--- src/rtl/cpu_types_pkg.sv ---
// Shared CPU/memory-system types used by the RAM arbiter and its neighbours.
package cpu_types_pkg;

    typedef logic [31:0] word_t;

    typedef enum logic [1:0] {
        FREE,
        BUSY,
        ACCESS,
        ERROR
    } ramstate_t;

    typedef enum logic [1:0] {
        IDLE,
        GNT_D,
        GNT_I0,
        GNT_I1
    } arb_state_t;

endpackage

--- src/rtl/ram_arbiter_if.sv ---
// Requester-side and RAM-side signals of the RAM arbiter; slave is the arbiter's view.
interface ram_arbiter_if;
    import cpu_types_pkg::*;

    logic [1:0]      iREN;
    word_t [1:0]     iaddr;
    logic [1:0]      iwait;
    word_t [1:0]     iload;
    logic            dREN;
    logic            dWEN;
    logic            dlock;
    word_t           daddr;
    word_t           dstore;
    logic            dwait;
    word_t           dload;
    logic            ramREN;
    logic            ramWEN;
    word_t           ramaddr;
    word_t           ramstore;
    word_t           ramload;
    ramstate_t       ramstate;
    logic            mem_err;

    modport slave (
        input  iREN, iaddr, dREN, dWEN, dlock, daddr, dstore, ramload, ramstate,
        output iwait, iload, dwait, dload, ramREN, ramWEN, ramaddr, ramstore, mem_err
    );

    modport master (
        output iREN, iaddr, dREN, dWEN, dlock, daddr, dstore, ramload, ramstate,
        input  iwait, iload, dwait, dload, ramREN, ramWEN, ramaddr, ramstore, mem_err
    );

endinterface

--- src/rtl/ram_arbiter_rr.sv ---
// Two-way round-robin picker: the requester at ptr wins if it asks, otherwise the other one.
module rr_arbiter2 (
    input  logic [1:0] req,
    input  logic       ptr,
    output logic       gnt,
    output logic       valid
);

    always_comb begin
        valid = |req;
        gnt   = req[ptr] ? ptr : ~ptr;
    end

endmodule

--- src/rtl/ram_arbiter.sv ---
// Shares one RAM port between two icache fetch ports and the coherence data port,
// with data priority, round-robin fetches and a starvation guard for fetches.
module ram_arbiter
    import cpu_types_pkg::*;
#(
    parameter int unsigned STARVE_LIMIT = 8,
    parameter int unsigned CNT_W        = 4
) (
    input  logic          CLK,
    input  logic          RST,
    ram_arbiter_if.slave  bus
);

    localparam logic [CNT_W-1:0] LIMIT = CNT_W'(STARVE_LIMIT);

    arb_state_t       state, next_state;
    logic             rr_ptr, rr_ptr_next;
    logic [CNT_W-1:0] starve_cnt, starve_next, starve_inc;
    logic             rr_gnt, rr_valid;
    logic             d_req, forced, gidx;

    rr_arbiter2 u_rr (
        .req   (bus.iREN),
        .ptr   (rr_ptr),
        .gnt   (rr_gnt),
        .valid (rr_valid)
    );

    assign d_req      = bus.dREN | bus.dWEN;
    assign forced     = (starve_cnt >= LIMIT) && (|bus.iREN);
    assign gidx       = (state == GNT_I1);
    assign starve_inc = (&starve_cnt) ? starve_cnt : starve_cnt + 1'b1;

    always_ff @(posedge CLK) begin
        if (RST) begin
            state      <= IDLE;
            rr_ptr     <= 1'b0;
            starve_cnt <= '0;
        end else begin
            state      <= next_state;
            rr_ptr     <= rr_ptr_next;
            starve_cnt <= starve_next;
        end
    end

    // RAM port mux kept apart from the ramstate-dependent logic so no comb path runs through the RAM.
    always_comb begin
        bus.ramREN   = 1'b0;
        bus.ramWEN   = 1'b0;
        bus.ramaddr  = '0;
        bus.ramstore = '0;
        case (state)
            GNT_D: begin
                bus.ramWEN   = bus.dWEN;
                bus.ramREN   = bus.dREN & ~bus.dWEN;
                bus.ramaddr  = bus.daddr;
                bus.ramstore = bus.dstore;
            end
            GNT_I0, GNT_I1: begin
                bus.ramREN  = bus.iREN[gidx];
                bus.ramaddr = bus.iaddr[gidx];
            end
            default: ;
        endcase
    end

    always_comb begin
        next_state  = state;
        rr_ptr_next = rr_ptr;
        starve_next = starve_cnt;
        bus.iwait   = 2'b11;
        bus.iload   = '0;
        bus.dwait   = 1'b1;
        bus.dload   = '0;
        bus.mem_err = 1'b0;
        case (state)
            IDLE: begin
                if (d_req && !forced)
                    next_state = GNT_D;
                else if (rr_valid)
                    next_state = rr_gnt ? GNT_I1 : GNT_I0;
            end
            GNT_D: begin
                bus.dload   = bus.ramload;
                bus.mem_err = (bus.ramstate == ERROR);
                if (!d_req) begin
                    next_state = IDLE;
                end else if (bus.ramstate == ACCESS) begin
                    bus.dwait   = 1'b0;
                    starve_next = (|bus.iREN) ? starve_inc : '0;
                    // Burst continuation is judged on the post-completion count.
                    if (bus.dlock && !((starve_next >= LIMIT) && (|bus.iREN)))
                        next_state = GNT_D;
                    else
                        next_state = IDLE;
                end
            end
            GNT_I0, GNT_I1: begin
                bus.iload[gidx] = bus.ramload;
                bus.mem_err     = (bus.ramstate == ERROR);
                if (!bus.iREN[gidx]) begin
                    next_state = IDLE;
                end else if (bus.ramstate == ACCESS) begin
                    bus.iwait[gidx] = 1'b0;
                    rr_ptr_next     = ~gidx;
                    starve_next     = '0;
                    next_state      = IDLE;
                end
            end
            default: next_state = IDLE;
        endcase
    end

endmodule

--- src/flat_wrapper.sv ---
// flat-port wrapper written by rule: the top's interface ports become plain ports
module ram_arbiter_flat import cpu_types_pkg::*;
#(
    parameter int unsigned STARVE_LIMIT = 8,
    parameter int unsigned CNT_W        = 4
)
  (CLK, RST, bus_iREN, bus_iaddr, bus_dREN, bus_dWEN, bus_dlock, bus_daddr, bus_dstore, bus_ramload, bus_ramstate, bus_iwait, bus_iload, bus_dwait, bus_dload, bus_ramREN, bus_ramWEN, bus_ramaddr, bus_ramstore, bus_mem_err);
  ram_arbiter_if bus_i ();
  input  logic CLK;
  input  logic RST;
  input wire logic [$bits(bus_i.iREN)-1:0] bus_iREN;
  input wire logic [$bits(bus_i.iaddr)-1:0] bus_iaddr;
  input wire logic [$bits(bus_i.dREN)-1:0] bus_dREN;
  input wire logic [$bits(bus_i.dWEN)-1:0] bus_dWEN;
  input wire logic [$bits(bus_i.dlock)-1:0] bus_dlock;
  input wire logic [$bits(bus_i.daddr)-1:0] bus_daddr;
  input wire logic [$bits(bus_i.dstore)-1:0] bus_dstore;
  input wire logic [$bits(bus_i.ramload)-1:0] bus_ramload;
  input wire logic [$bits(bus_i.ramstate)-1:0] bus_ramstate;
  output wire logic [$bits(bus_i.iwait)-1:0] bus_iwait;
  output wire logic [$bits(bus_i.iload)-1:0] bus_iload;
  output wire logic [$bits(bus_i.dwait)-1:0] bus_dwait;
  output wire logic [$bits(bus_i.dload)-1:0] bus_dload;
  output wire logic [$bits(bus_i.ramREN)-1:0] bus_ramREN;
  output wire logic [$bits(bus_i.ramWEN)-1:0] bus_ramWEN;
  output wire logic [$bits(bus_i.ramaddr)-1:0] bus_ramaddr;
  output wire logic [$bits(bus_i.ramstore)-1:0] bus_ramstore;
  output wire logic [$bits(bus_i.mem_err)-1:0] bus_mem_err;
  assign bus_i.iREN = bus_iREN;
  assign bus_i.iaddr = bus_iaddr;
  assign bus_i.dREN = bus_dREN;
  assign bus_i.dWEN = bus_dWEN;
  assign bus_i.dlock = bus_dlock;
  assign bus_i.daddr = bus_daddr;
  assign bus_i.dstore = bus_dstore;
  assign bus_i.ramload = bus_ramload;
  assign bus_i.ramstate = bus_ramstate;
  assign bus_iwait = bus_i.iwait;
  assign bus_iload = bus_i.iload;
  assign bus_dwait = bus_i.dwait;
  assign bus_dload = bus_i.dload;
  assign bus_ramREN = bus_i.ramREN;
  assign bus_ramWEN = bus_i.ramWEN;
  assign bus_ramaddr = bus_i.ramaddr;
  assign bus_ramstore = bus_i.ramstore;
  assign bus_mem_err = bus_i.mem_err;
  ram_arbiter #(.STARVE_LIMIT(STARVE_LIMIT), .CNT_W(CNT_W)) u_core (.CLK(CLK), .RST(RST), .bus(bus_i));
endmodule
--- config.mk ---
export PLATFORM = sky130hd
export DESIGN_NAME = ram_arbiter_flat
export DESIGN_NICKNAME = d
export VERILOG_FILES = /design/src/rtl/cpu_types_pkg.sv /design/src/rtl/ram_arbiter_if.sv /design/src/rtl/ram_arbiter_rr.sv /design/src/rtl/ram_arbiter.sv /design/src/flat_wrapper.sv
export SDC_FILE = /design/constraint.sdc
export NUM_CORES = 1
export LEC_CHECK = 0
export ABC_CLOCK_PERIOD_IN_PS = 2400
export CORE_AREA = 4 4 130 132
export CTS_BUF_LIST = sky130_fd_sc_hd__clkbuf_8
export CTS_CLUSTER_DIAMETER = 40
export DETAILED_ROUTE_END_ITERATION = 7
export DIE_AREA = 0 0 134 136
export PLACE_DENSITY_LB_ADDON = 0.3
export SETUP_SLACK_MARGIN = 0.3
export SLEW_MARGIN = 15
export SYNTH_ARGS = -nofsm -noshare
export SYNTH_HDL_FRONTEND = slang
export SYNTH_SLANG_ARGS = --single-unit
--- constraint.sdc ---
create_clock -name CLK -period 2.4 [get_ports CLK]
set_clock_uncertainty 0.15 [all_clocks]
set_input_delay 0.48 -clock CLK [delete_from_list [all_inputs] [get_ports CLK]]
set_output_delay 0.48 -clock CLK [all_outputs]
set_load 0.005 [all_outputs]
=== Word-level counts from Yosys, hierarchy flattened ===
Cells that the tools add are included.

* Logic and storage cells: 84
* Bits of input ports: 169
* Bits in registers: 7

* $lt $le $gt $ge: 5
* Mux-type cells: 40
* Bitwise gates (word level): 7
* Equality and inequality tests: 12
* Reductions and logical operators: 16
* $add $sub $neg: 1

{| class="wikitable"
|+ Operators with widths
! kind !! number
|-
| two-way mux 32 bit || 5
|-
| AND 64 bit || 1
|-
| two-way mux 64 bit || 1
|-
| case mux 32 bit (2 select lines) || 1
|-
| demux 32 bit (select 1 bit) || 1
|-
| two-way mux 4 bit || 6
|-
| two-way mux 2 bit || 9
|-
| two-way mux 1 bit || 13
|-
| equality test 2 bit (second input constant) || 4
|-
| >= comparator 4 bit (second input constant) || 2
|-
| inequality test 2 x 1 -> 1 bit (second input constant) || 4
|-
| case mux 4 bit (2 select lines) || 1
|-
| inequality test 3 bit (second input constant) || 2
|-
| case mux 2 bit (3 select lines) || 1
|-
| AND reduction 3 bit || 2
|-
| logical AND 1 bit || 5
|-
| AND reduction 5 bit || 1
|-
| adder 4 x 1 -> 4 bit (second input constant) || 1
|-
| < comparator 1 x 2 -> 1 bit (second input constant) || 2
|-
| AND reduction 4 bit || 1
|-
| OR reduction 2 bit || 2
|-
| inequality test 3 x 1 -> 1 bit (second input constant) || 1
|-
| NOT 1 bit || 3
|-
| OR reduction 3 bit || 1
|-
| other kinds (10) || 11
|}

=== Longest topological paths before layout ===
* Depth in word-level cells: 11
* Mapped depth: 6
* Gate-level depth less buffers: 5

=== Cells and area by module ===
From an unflattened synthesis, not the netlist that was laid out.

* Cells, all modules: 291
* Area, all modules: 2152.1 µm²

{| class="wikitable"
|+ By module, submodules not included
! module !! times used !! sequential area each (µm²) !! cells an instance !! area each (µm²)
|-
| ram_arbiter || 1 || 140.1 || 288 || 2132.0
|-
| rr_arbiter2 || 1 || 0.0 || 3 || 20.0
|}

=== Worst setup path after synthesis ===
OpenSTA, ideal clock, no wires.

* Kind: reg-to-output
* Start point: reg u_core.state[1]
* End point: out bus_ramaddr[10]
* Buffers on the path: 2
* Setup slack: 0.690 ns
* Arrival: 1.080 ns
* Cell stages (with the launch flop): 5
* Path through: dfxtp_1 -> buf_6 -> buf_4 -> mux2i_1 -> o21ai_1

* Longest elaborated chain between the ends: 4
* Elaborated cells between the ends (all ways): 7
* Classes of those cells: 3 x eq/ne; 3 x mux; 1 x reduce/logical

{| class="wikitable"
|+ RTL lines
! item !! RTL line !! text
|-
| start, declared || ram_arbiter.sv:16 || <nowiki>arb_state_t state, next_state;</nowiki>
|-
| start signal, assigned || ram_arbiter.sv:40 || <nowiki>state <= next_state;</nowiki>
|-
| equality test 2 bit || ram_arbiter.sv:31, ram_arbiter.sv:52 ||
|-
| two-way mux 32 bit (implied by the code) (2 in series) || ram_arbiter.sv:61 || <nowiki>bus.ramaddr = bus.iaddr[gidx];</nowiki>
|-
| case mux 32 bit (2 select lines) (*) || ram_arbiter.sv:52 || <nowiki>case (state)</nowiki>
|-
| end, declared || flat_wrapper.sv:26 || <nowiki>output wire logic [$bits(bus_i.ramaddr)-1:0] bus_ramaddr;</nowiki>
|}

Mark *: on every way between the ends. The rest lies on a longest branch, timed or not. The select of a mux whose other input is x is not followed.

=== Final worst setup path ===
* Start point: reg u_core.state[1]
* End point: out bus_ramstore[12]

* Longest elaborated chain between the ends: 2

{| class="wikitable"
|+ RTL lines
! item !! RTL line !! text
|-
| equality test 2 x 1 -> 1 bit || ram_arbiter.sv:52 ||
|-
| two-way mux 32 bit || ram_arbiter.sv:52 ||
|-
| end, declared || flat_wrapper.sv:27 || <nowiki>output wire logic [$bits(bus_i.ramstore)-1:0] bus_ramstore;</nowiki>
|}

No other way between the ends.

==> reports/metrics.cfg <==
[final_layout]
antenna-diode-count=0
mostFrequentLayoutCell=sky130_fd_sc_hd__clkdlybuf4s50_1
final_cell_count_no_fill=928
fillerInstances=1530
layout-drive-gt1-share_pct=42.1
stdcell_area_um2=7030
multi_input_comb_area_um2=2080
layout.cells.most_common_list=sky130_fd_sc_hd__clkdlybuf4s50_1, sky130_fd_sc_hd__buf_6, sky130_fd_sc_hd__and2_4
post-route-util_pct=44.8
final_net_count=884
ff_latch_area_um2=148
areaGrowthSynthToFinish_pct=229

[critical_path]
cp-start-kind=register
critical_path.max_fanout=7
critical_path.endpoint=bus_ramstore[12]
worst_setup_path_startpoint=u_core.state[1]$_SDFFE_PP0P_
arrival_ns=1.66
worst_r2r_path_depth=8
r2r_end=u_core.state[0]$_SDFFE_PP0P_
required_ns=1.77
rr_startpoint=u_core.state[1]$_SDFFE_PP0P_
setup.worst_path.class=reg -> out
worst_setup_path_end_kind=output pin
ff2ff_setup_slack_ns=0.47

[global_routing]
routing_usage_on_met2_pct=31.3
number_of_antenna_violations_at_the_first_check_in_global_routing=0
grt.met1_usage_pct=20.3
grt_use_met3_pct=3.26
largest_net_degree_at_the_start_of_global_routing=35
overflow=0
grt_pass1_vias=3844
grt_first_pass_wirelength_um=24100
busiest_layer=met2
grtUsageTotal_pct=17.0

[logic_synthesis]
syn-instance-count=327
synth_enable_flop_cells=0
synth.cell_area_um2=2140
syn_area_per_cell_um2=6.53
synth_nets=498
asyncSetResetFlopFracSynth_pct=0
synth_ff_type=sky130_fd_sc_hd__dfxtp_1
synth-seq-cells=7
synth.yosys.warnings=0
post_synth_num_cell_types=37
synth.yosys.seq_area_share_pct=6.56

[die]
placementRows=46
die-area_um2=18200
die_h_um=136
coreArea_um2=15700
die_w_um=134
start_util_pct=13.6
design.portCount=335

[route]
route.antenna.remaining_nets=0
postRouteWirelength_um=17800
detailedRoute.firstIterationViolations=138
route.detailed.wl_per_inst_um=19.2
firstDrtPassIters=4
via_density=4.18
drc_errors=0
dr_total_vias=3878

[power]
leakage_uw=0.00337
totalPowerFinal_uw=3080
vdd.ir_drop.worst_uv=186
power-per-cell-area_nw_per_um2=438

[place]
placer_congestion=0.811
dp.cells=863
place_area_um2=5770
dp_hpwl_um=11800
placement.io_buffers=334

[sta]
rsz0062_at_grt=yes
timing.final.crit_share_pct=95.6
final.min_clock_period_ns=2.30
slew_violations=0
final-setup-viol-count=0
fmax_mhz=436
timing.max_slew.rel_slack_pct=73.0
timing.setup.tns_ns=0
hold_violations=0
worst_slew_pin_slew_ns=0.405

[clocking]
number_of_buffers_created_by_cts=3
clkSinkCount=7
cts.path.max_buffers=2
path_clk_slew_ns=0.04
cts_tree=yes
cts_root_buf=sky130_fd_sc_hd__clkbuf_8
insertion_delay_ns=0.23
cts-htree-levels=1
hold_buffers=0

[min_path]
worstHoldPathCells=2
min-delay-path-class=reg -> reg

[run_status]
result_of_the_run=finished, final reports clean

[flow_run]
cap_violations=0

worst max-delay path: stages, from the launching register on:
cell and delay [ns]:
sky130_fd_sc_hd__dfxtp_4 0.37, sky130_fd_sc_hd__buf_6 0.10, sky130_fd_sc_hd__nor2_4 0.04, sky130_fd_sc_hd__buf_12 0.11
sky130_fd_sc_hd__buf_6 0.10, sky130_fd_sc_hd__buf_6 0.10, sky130_fd_sc_hd__buf_6 0.12, sky130_fd_sc_hd__buf_16 0.13
sky130_fd_sc_hd__buf_12 0.12, sky130_fd_sc_hd__and2_4 0.13, sky130_fd_sc_hd__buf_6 0.11
cells in the mapped netlist (2+ instances only):
library cell / count / area share (%)
sky130_fd_sc_hd__mux2i_1: 32 / 15
sky130_fd_sc_hd__o21ai_0: 5 / 1.2
sky130_fd_sc_hd__buf_2: 8 / 1.9
sky130_fd_sc_hd__nor2b_1: 3 / 0.88
sky130_fd_sc_hd__clkbuf_1: 10 / 1.8
sky130_fd_sc_hd__and2_1: 97 / 28
sky130_fd_sc_hd__buf_4: 3 / 1.1
sky130_fd_sc_hd__clkbuf_2: 6 / 1.4
sky130_fd_sc_hd__dfxtp_1: 7 / 6.6
sky130_fd_sc_hd__a311oi_1: 2 / 0.82
sky130_fd_sc_hd__nand2_1: 37 / 6.5
sky130_fd_sc_hd__o211a_1: 2 / 0.94
sky130_fd_sc_hd__nor2_1: 7 / 1.2
sky130_fd_sc_hd__ha_1: 2 / 1.2
sky130_fd_sc_hd__a211oi_1: 2 / 0.70
sky130_fd_sc_hd__nand3_1: 6 / 1.4
sky130_fd_sc_hd__a31oi_1: 3 / 0.88
sky130_fd_sc_hd__and3_1: 33 / 9.7
sky130_fd_sc_hd__inv_1: 3 / 0.53
sky130_fd_sc_hd__o21ai_1: 37 / 8.7
sky130_fd_sc_hd__a21oi_1: 4 / 0.94
sky130_fd_sc_hd__buf_6: 3 / 1.6
registers in the layout, summed over array words and instances (netlist names):
register and flops:
u_core.starve_cnt 4, u_core.state 2, u_core.rr_ptr 1
what timing repair did:
| item | 4_1_cts | 5_1_grt |
|---|---|---|
| resized for setup | 505 | 211 |
| pin swaps | 43 | 8 |
| gates cloned | 15 | 5 |
| endpoints found under the setup margin | 166 | 138 |
| buffers inserted | 33 | 8 |
cell families (layout without fill, tap and decap cells):
logic type / Yosys count / count (layout) / share of synthesized area, %
compound gates: 60 / 60 / 16.5
mux: 32 / 32 / 15.0
simple gates: 192 / 192 / 52.4
buf+inv: 34 / 419 / 8.38
fa+ha+maj: 2 / 2 / 1.17
flops: 7 / 7 / 6.56
final cells by class:
type	instances	area share, %
Multi-Input combinational cell	286	29.6
Timing Repair Buffer	411	63.6
Sequential cell	7	2.10
Clock buffer	3	0.587
Tap cell	216	3.84
Inverter	4	0.214
Clock inverter	1	0.0534
through the flow:
step	hold WS, ns	setup slack [ns]
after CTS	0.351	0.0940
after floorplan	0.309	0.690
after detailed placement	0.346	-0.0441
after global placement	0.326	-0.0624
after global routing	0.386	0.0632
final	0.348	0.105
layer usage:
metal / wire [um] / share of wire [%] / vias up
met5: 0 / 0 / -
met1: 7090 / 40 / 1782
met2: 9090 / 51 / 176
met4: 427 / 2.4 / 0
li1: - / - / 1895
met3: 1210 / 6.8 / 25
worst min path at each step:
stage / from / to / slack (ns)
3_3_place_gp: u_core.rr_ptr$_SDFFE_PP0P_ / u_core.rr_ptr$_SDFFE_PP0P_ / 0.33
6_report: u_core.rr_ptr$_SDFFE_PP0P_ / u_core.rr_ptr$_SDFFE_PP0P_ / 0.35
4_1_cts: u_core.rr_ptr$_SDFFE_PP0P_ / u_core.rr_ptr$_SDFFE_PP0P_ / 0.35
2_1_floorplan: u_core.rr_ptr$_SDFFE_PP0P_ / u_core.rr_ptr$_SDFFE_PP0P_ / 0.31
5_1_grt: u_core.rr_ptr$_SDFFE_PP0P_ / u_core.rr_ptr$_SDFFE_PP0P_ / 0.39
3_5_place_dp: u_core.rr_ptr$_SDFFE_PP0P_ / u_core.rr_ptr$_SDFFE_PP0P_ / 0.35
power by group:
group	switching, uW	leakage (uW)	internal, uW	total [uW]
logic	1020	0.00329	1750	2770
registers	13.7	0.0000581	128	141
clock network	59.1	0.0000269	111	170
No activity file was read; power rests on OpenSTA's default activity.
==> RTL edit 1 (same flow settings) <==
The 4 states of `arb_state_t` get a one-hot encoding in 4 bits.
--- a/src/rtl/cpu_types_pkg.sv
+++ b/src/rtl/cpu_types_pkg.sv
@@ -12,7 +12,7 @@
 
-    typedef enum logic [1:0] {
-        IDLE,
-        GNT_D,
-        GNT_I0,
-        GNT_I1
+    typedef enum logic [3:0] {
+        IDLE   = 4'b0001,
+        GNT_D  = 4'b0010,
+        GNT_I0 = 4'b0100,
+        GNT_I1 = 4'b1000
     } arb_state_t;
Formal check against the unedited RTL: same outputs for any inputs over 4 cycles, from zero or initial values and one cycle with RST high; so few cycles prove little.
==> RTL edit 1 against the unedited design <==
The run now ends with setup timing left; final cell count increased by 7.5%; sequential cell count up 2; routed wire length increased by 5.0%; worst setup slack worse by 0.20 ns; area after synthesis grew 5.7%; final area up 10%; highest routed layer unchanged.
Power is not compared: it rests on default switching activity, and its combinational part moved more than twofold at a synthesized area within 25%.
==> RTL edit 1: results (changes against the unedited design) <==
crit_end: "bus_ramstore[27]"  # was bus_ramstore[12]
layout-drive-gt1-share_pct: 55.0  # was 42.1%
place_ws_ns: -0.146  # was -0.0441 ns
hold_end: "u_core.starve_cnt[0]$_SDFFE_PP0P_"  # was u_core.rr_ptr$_SDFFE_PP0P_
crit_path_top_delay_cell: "dfxtp_2"  # was dfxtp_4
synth_cell_types: 44  # was 37
status: "finished, violations left"  # was completed
slew_headroom_pct: 57.8  # was 73.0%
grt_max_degree: 37  # was 35
num-fill-cells: 1469  # was 1530
reg2reg_depth: 12  # was 8
gp_congestion: 0.861  # was 0.811
synth-adder-area-share_pct: 1.11  # was 1.17%
num-nets-final: 954  # was 884
r2r-start: "u_core.state[3]$_SDFFE_PP0P_"  # was u_core.state[1]$_SDFFE_PP0P_
synth-compound-area-share_pct: 18.1  # was 16.5%
vias: 4213  # was 3878
dp_cells: 905  # was 863
grt_first_pass_wirelength_mm: 23.5  # was 24.1 mm
hold_slack_ns: 0.379  # was 0.348 ns
initialDrtViolationCount: 137  # was 138
setup_slack_ns: -0.0927  # was 0.105 ns
critical-path-max-stage-delay_ns: 0.32  # was 0.37 ns
violations: "setup timing"
synth_fp_nets: 515  # was 498
setup_viol: 41  # was 0
finalNonFillerCells: 998  # was 928
placed_area_um2: 6140  # was 5770 um2
grt.total_usage_pct: 16.2  # was 17.0%
synthMuxAreaShare_pct: 14.6  # was 15.0%
synth_top_cells_by_count: "and2_1 (130), nand2_1 (39), o21ai_0 (35), mux2i_1 (33), clkbuf_1 (18)"  # was and2_1 (97), nand2_1 (37), o21ai_1 (37), and3_1 (33), mux2i_1 (32)
dpl.hpwl_mm: 12.8  # was 11.8 mm
reg.largest.list: "u_core.starve_cnt (4), u_core.state (4), u_core.rr_ptr (1)"  # was u_core.starve_cnt (4), u_core.state (2), u_core.rr_ptr (1)
r2r_slack_ns: -0.04  # was 0.47 ns
yosysSeqAreaShare_pct: 7.98  # was 6.56%
ys_top_cells_by_area: "and2_1 (36%), mux2i_1 (15%), dfxtp_1 (8.0%)"  # was and2_1 (28%), mux2i_1 (15%), and3_1 (9.7%)
avgRoutedWirePerCell_um: 18.8  # was 19.2 um
syn_area_per_cell_um2: 6.57  # was 6.53 um2
RTL edit 1: cell count changes after synthesis, moves of 3 or more:
cell,change
o21ai_0,+30
buf_4,-3
buf_6,-3
and2_1,+33
and3_1,-32
nor4b_1,+3
a21oi_1,+4
o21ai_1,-35
clkbuf_1,+8
clkbuf_2,-6
nor2_1,-4
RTL edit 1: worst register-to-register path: stages (launching register included):
cell	delay [ns]
dfxtp_2	0.32
buf_6	0.13
nor4b_4	0.29
buf_6	0.18
buf_12	0.11
buf_12	0.10
buf_16	0.11
buf_12	0.10
buf_6	0.08
buf_6	0.10
a32oi_4	0.10
and2_4	0.22
a311o_1	0.33
RTL edit 1: timing repair:
item | CTS | global route
resized for setup | 300 | 587
cloned | 6 | 9
buffers inserted | 27 | 47
pin swaps | 6 | 40
setup endpoints to repair | 171 | 174
RTL edit 1: logic make-up (layout without fill, tap and decap cells):
family                   count (synthesis)  after routing
AO/OA/AOI/OAI                           66             66
multiplexers                            33             33
adder cells (fa/ha/maj)                  2              2
XOR/XNOR                                 2              2
AND/OR/NAND/NOR                        201            201
flip-flops                               9              9
buffers and inverters                   31            469
RTL edit 1: layout make-up:
cell class | count | area share, %
clock inverters | 1 | 0.0483
multi-input cells | 304 | 31.4
well taps | 216 | 3.48
flip-flops and latches | 9 | 2.42
clock buffers | 3 | 0.532
repair buffers | 461 | 61.9
inverters | 4 | 0.193
RTL edit 1: where the power goes:
part	internal, mW	switching, mW
logic	0.863	0.476
clock network	0.112	0.0656
registers	0.162	0.0129
total	1.14	0.555
RTL edit 1: routing by layer:
metal	wire [um]	track usage [%]
met5	0	0
met4	98	0.971
met3	1240	3.29
met2	10000	31.6
met1	7360	19.0
==> RTL edit 2 (same flow settings) <==
Made on the original files. `CNT_W` is set to 4 in 2 places; all go to 5.
--- a/src/rtl/ram_arbiter.sv
+++ b/src/rtl/ram_arbiter.sv
@@ -6,3 +6,3 @@
     parameter int unsigned STARVE_LIMIT = 8,
-    parameter int unsigned CNT_W        = 4
+    parameter int unsigned CNT_W        = 5
 ) (
--- a/src/flat_wrapper.sv
+++ b/src/flat_wrapper.sv
@@ -4,3 +4,3 @@
     parameter int unsigned STARVE_LIMIT = 8,
-    parameter int unsigned CNT_W        = 4
+    parameter int unsigned CNT_W        = 5
 )
Formal check against the unedited RTL: same outputs for any inputs over 4 cycles, from zero or initial values and one cycle with RST high; that may be too few to reach the edited logic, so the function may still have changed.
==> RTL edit 2 against the unedited design <==
Routed wire length decreased by 2.6%; sequential cell count increased by 1; power increased by 32%; final area increased by 3.3%; sequential power increased by 22%; worst setup slack got worse by 0.091 ns; synthesized cell count decreased by 8.0%; area after synthesis increased by 0.76%; largest cell class unchanged; combinational power increased by 35%; hold slack improved by 0.0019 ns.
==> RTL edit 2: results (changes against the unedited design) <==
area_delta_synth_final_pct: 238  # was 229%
synth_cell_types: 32  # was 37
worstReg2RegEnd: "u_core.starve_cnt[3]$_SDFFE_PP0P_"  # was u_core.state[0]$_SDFFE_PP0P_
use_met2_pct: 31.0  # was 31.3%
reg2reg_depth: 9  # was 8
vdd_drop_max_v: 0.000237  # was 0.000186 V
finalNonFillerCells: 916  # was 928
power.leakage_nw: 3.54  # was 3.37 nW
reg.largest.list: "u_core.starve_cnt (5), u_core.state (2), u_core.rr_ptr (1)"  # was u_core.starve_cnt (4), u_core.state (2), u_core.rr_ptr (1)
nNonClkInverters: 6  # was 4
grt_pass1_vias: 3867  # was 3844
wl_met2_mm: 9.21  # was 9.09 mm
hold_slack_ns: 0.350  # was 0.348 ns
drt_pass1_iterations: 5  # was 4
dp_cells: 838  # was 863
seqCellArea_um2: 168  # was 148 um2
crit_end: "bus_ramaddr[1]"  # was bus_ramstore[12]
initialDrtViolationCount: 133  # was 138
synthCells: 301  # was 327
placed_area_um2: 5840  # was 5770 um2
num-nets-final: 873  # was 884
ys_top_cells_by_area: "and2_1 (28%), mux2_2 (17%), a22o_1 (13%)"  # was and2_1 (28%), mux2i_1 (15%), and3_1 (9.7%)
synth_top_cells_by_count: "and2_1 (96), a22o_1 (32), and3_1 (32), mux2_2 (32), clkbuf_1 (25)"  # was and2_1 (97), nand2_1 (37), o21ai_1 (37), and3_1 (33), mux2i_1 (32)
powerClk_mw: 0.161  # was 0.170 mW
r2r_slack_ns: 0.37  # was 0.47 ns
gp_congestion: 0.830  # was 0.811
status: "completed"  # unchanged
grt.total_usage_pct: 16.0  # was 17.0%
grt_use_met3_pct: 3.07  # was 3.26%
==> RTL edit 2: changes by cell type in the layout (fill, tap and decap cells not counted), sizes merged, moves of 13 or more <==
| cell | unedited run | this run |
|---|---|---|
| o21ai | 42 | 5 |
| nand2 | 37 | 3 |
| buf | 153 | 215 |
| mux2 | 0 | 33 |
| a22o | 0 | 32 |
| mux2i | 32 | 0 |
| dlygate4sd2 | 51 | 10 |
| clkbuf | 44 | 31 |
==> RTL edit 2: cell families after synthesis <==
logic type               Yosys count  synth area share (%)
AO/OA/AOI/OAI                     56                  20.8
buffers and inverters             38                  7.38
flip-flops                         8                  7.44
AND/OR/NAND/NOR                  164                  45.8
multiplexers                      33                  17.4
adder cells (fa/ha/maj)            2                  1.16
==> RTL edit 2: worst max-delay path, stage by stage, from the launching register on <==
cell	delay [ns]
dfxtp_4	0.38
buf_12	0.14
buf_6	0.10
buf_6	0.11
buf_16	0.14
mux2_4	0.31
a22o_1	0.20
buf_2	0.13
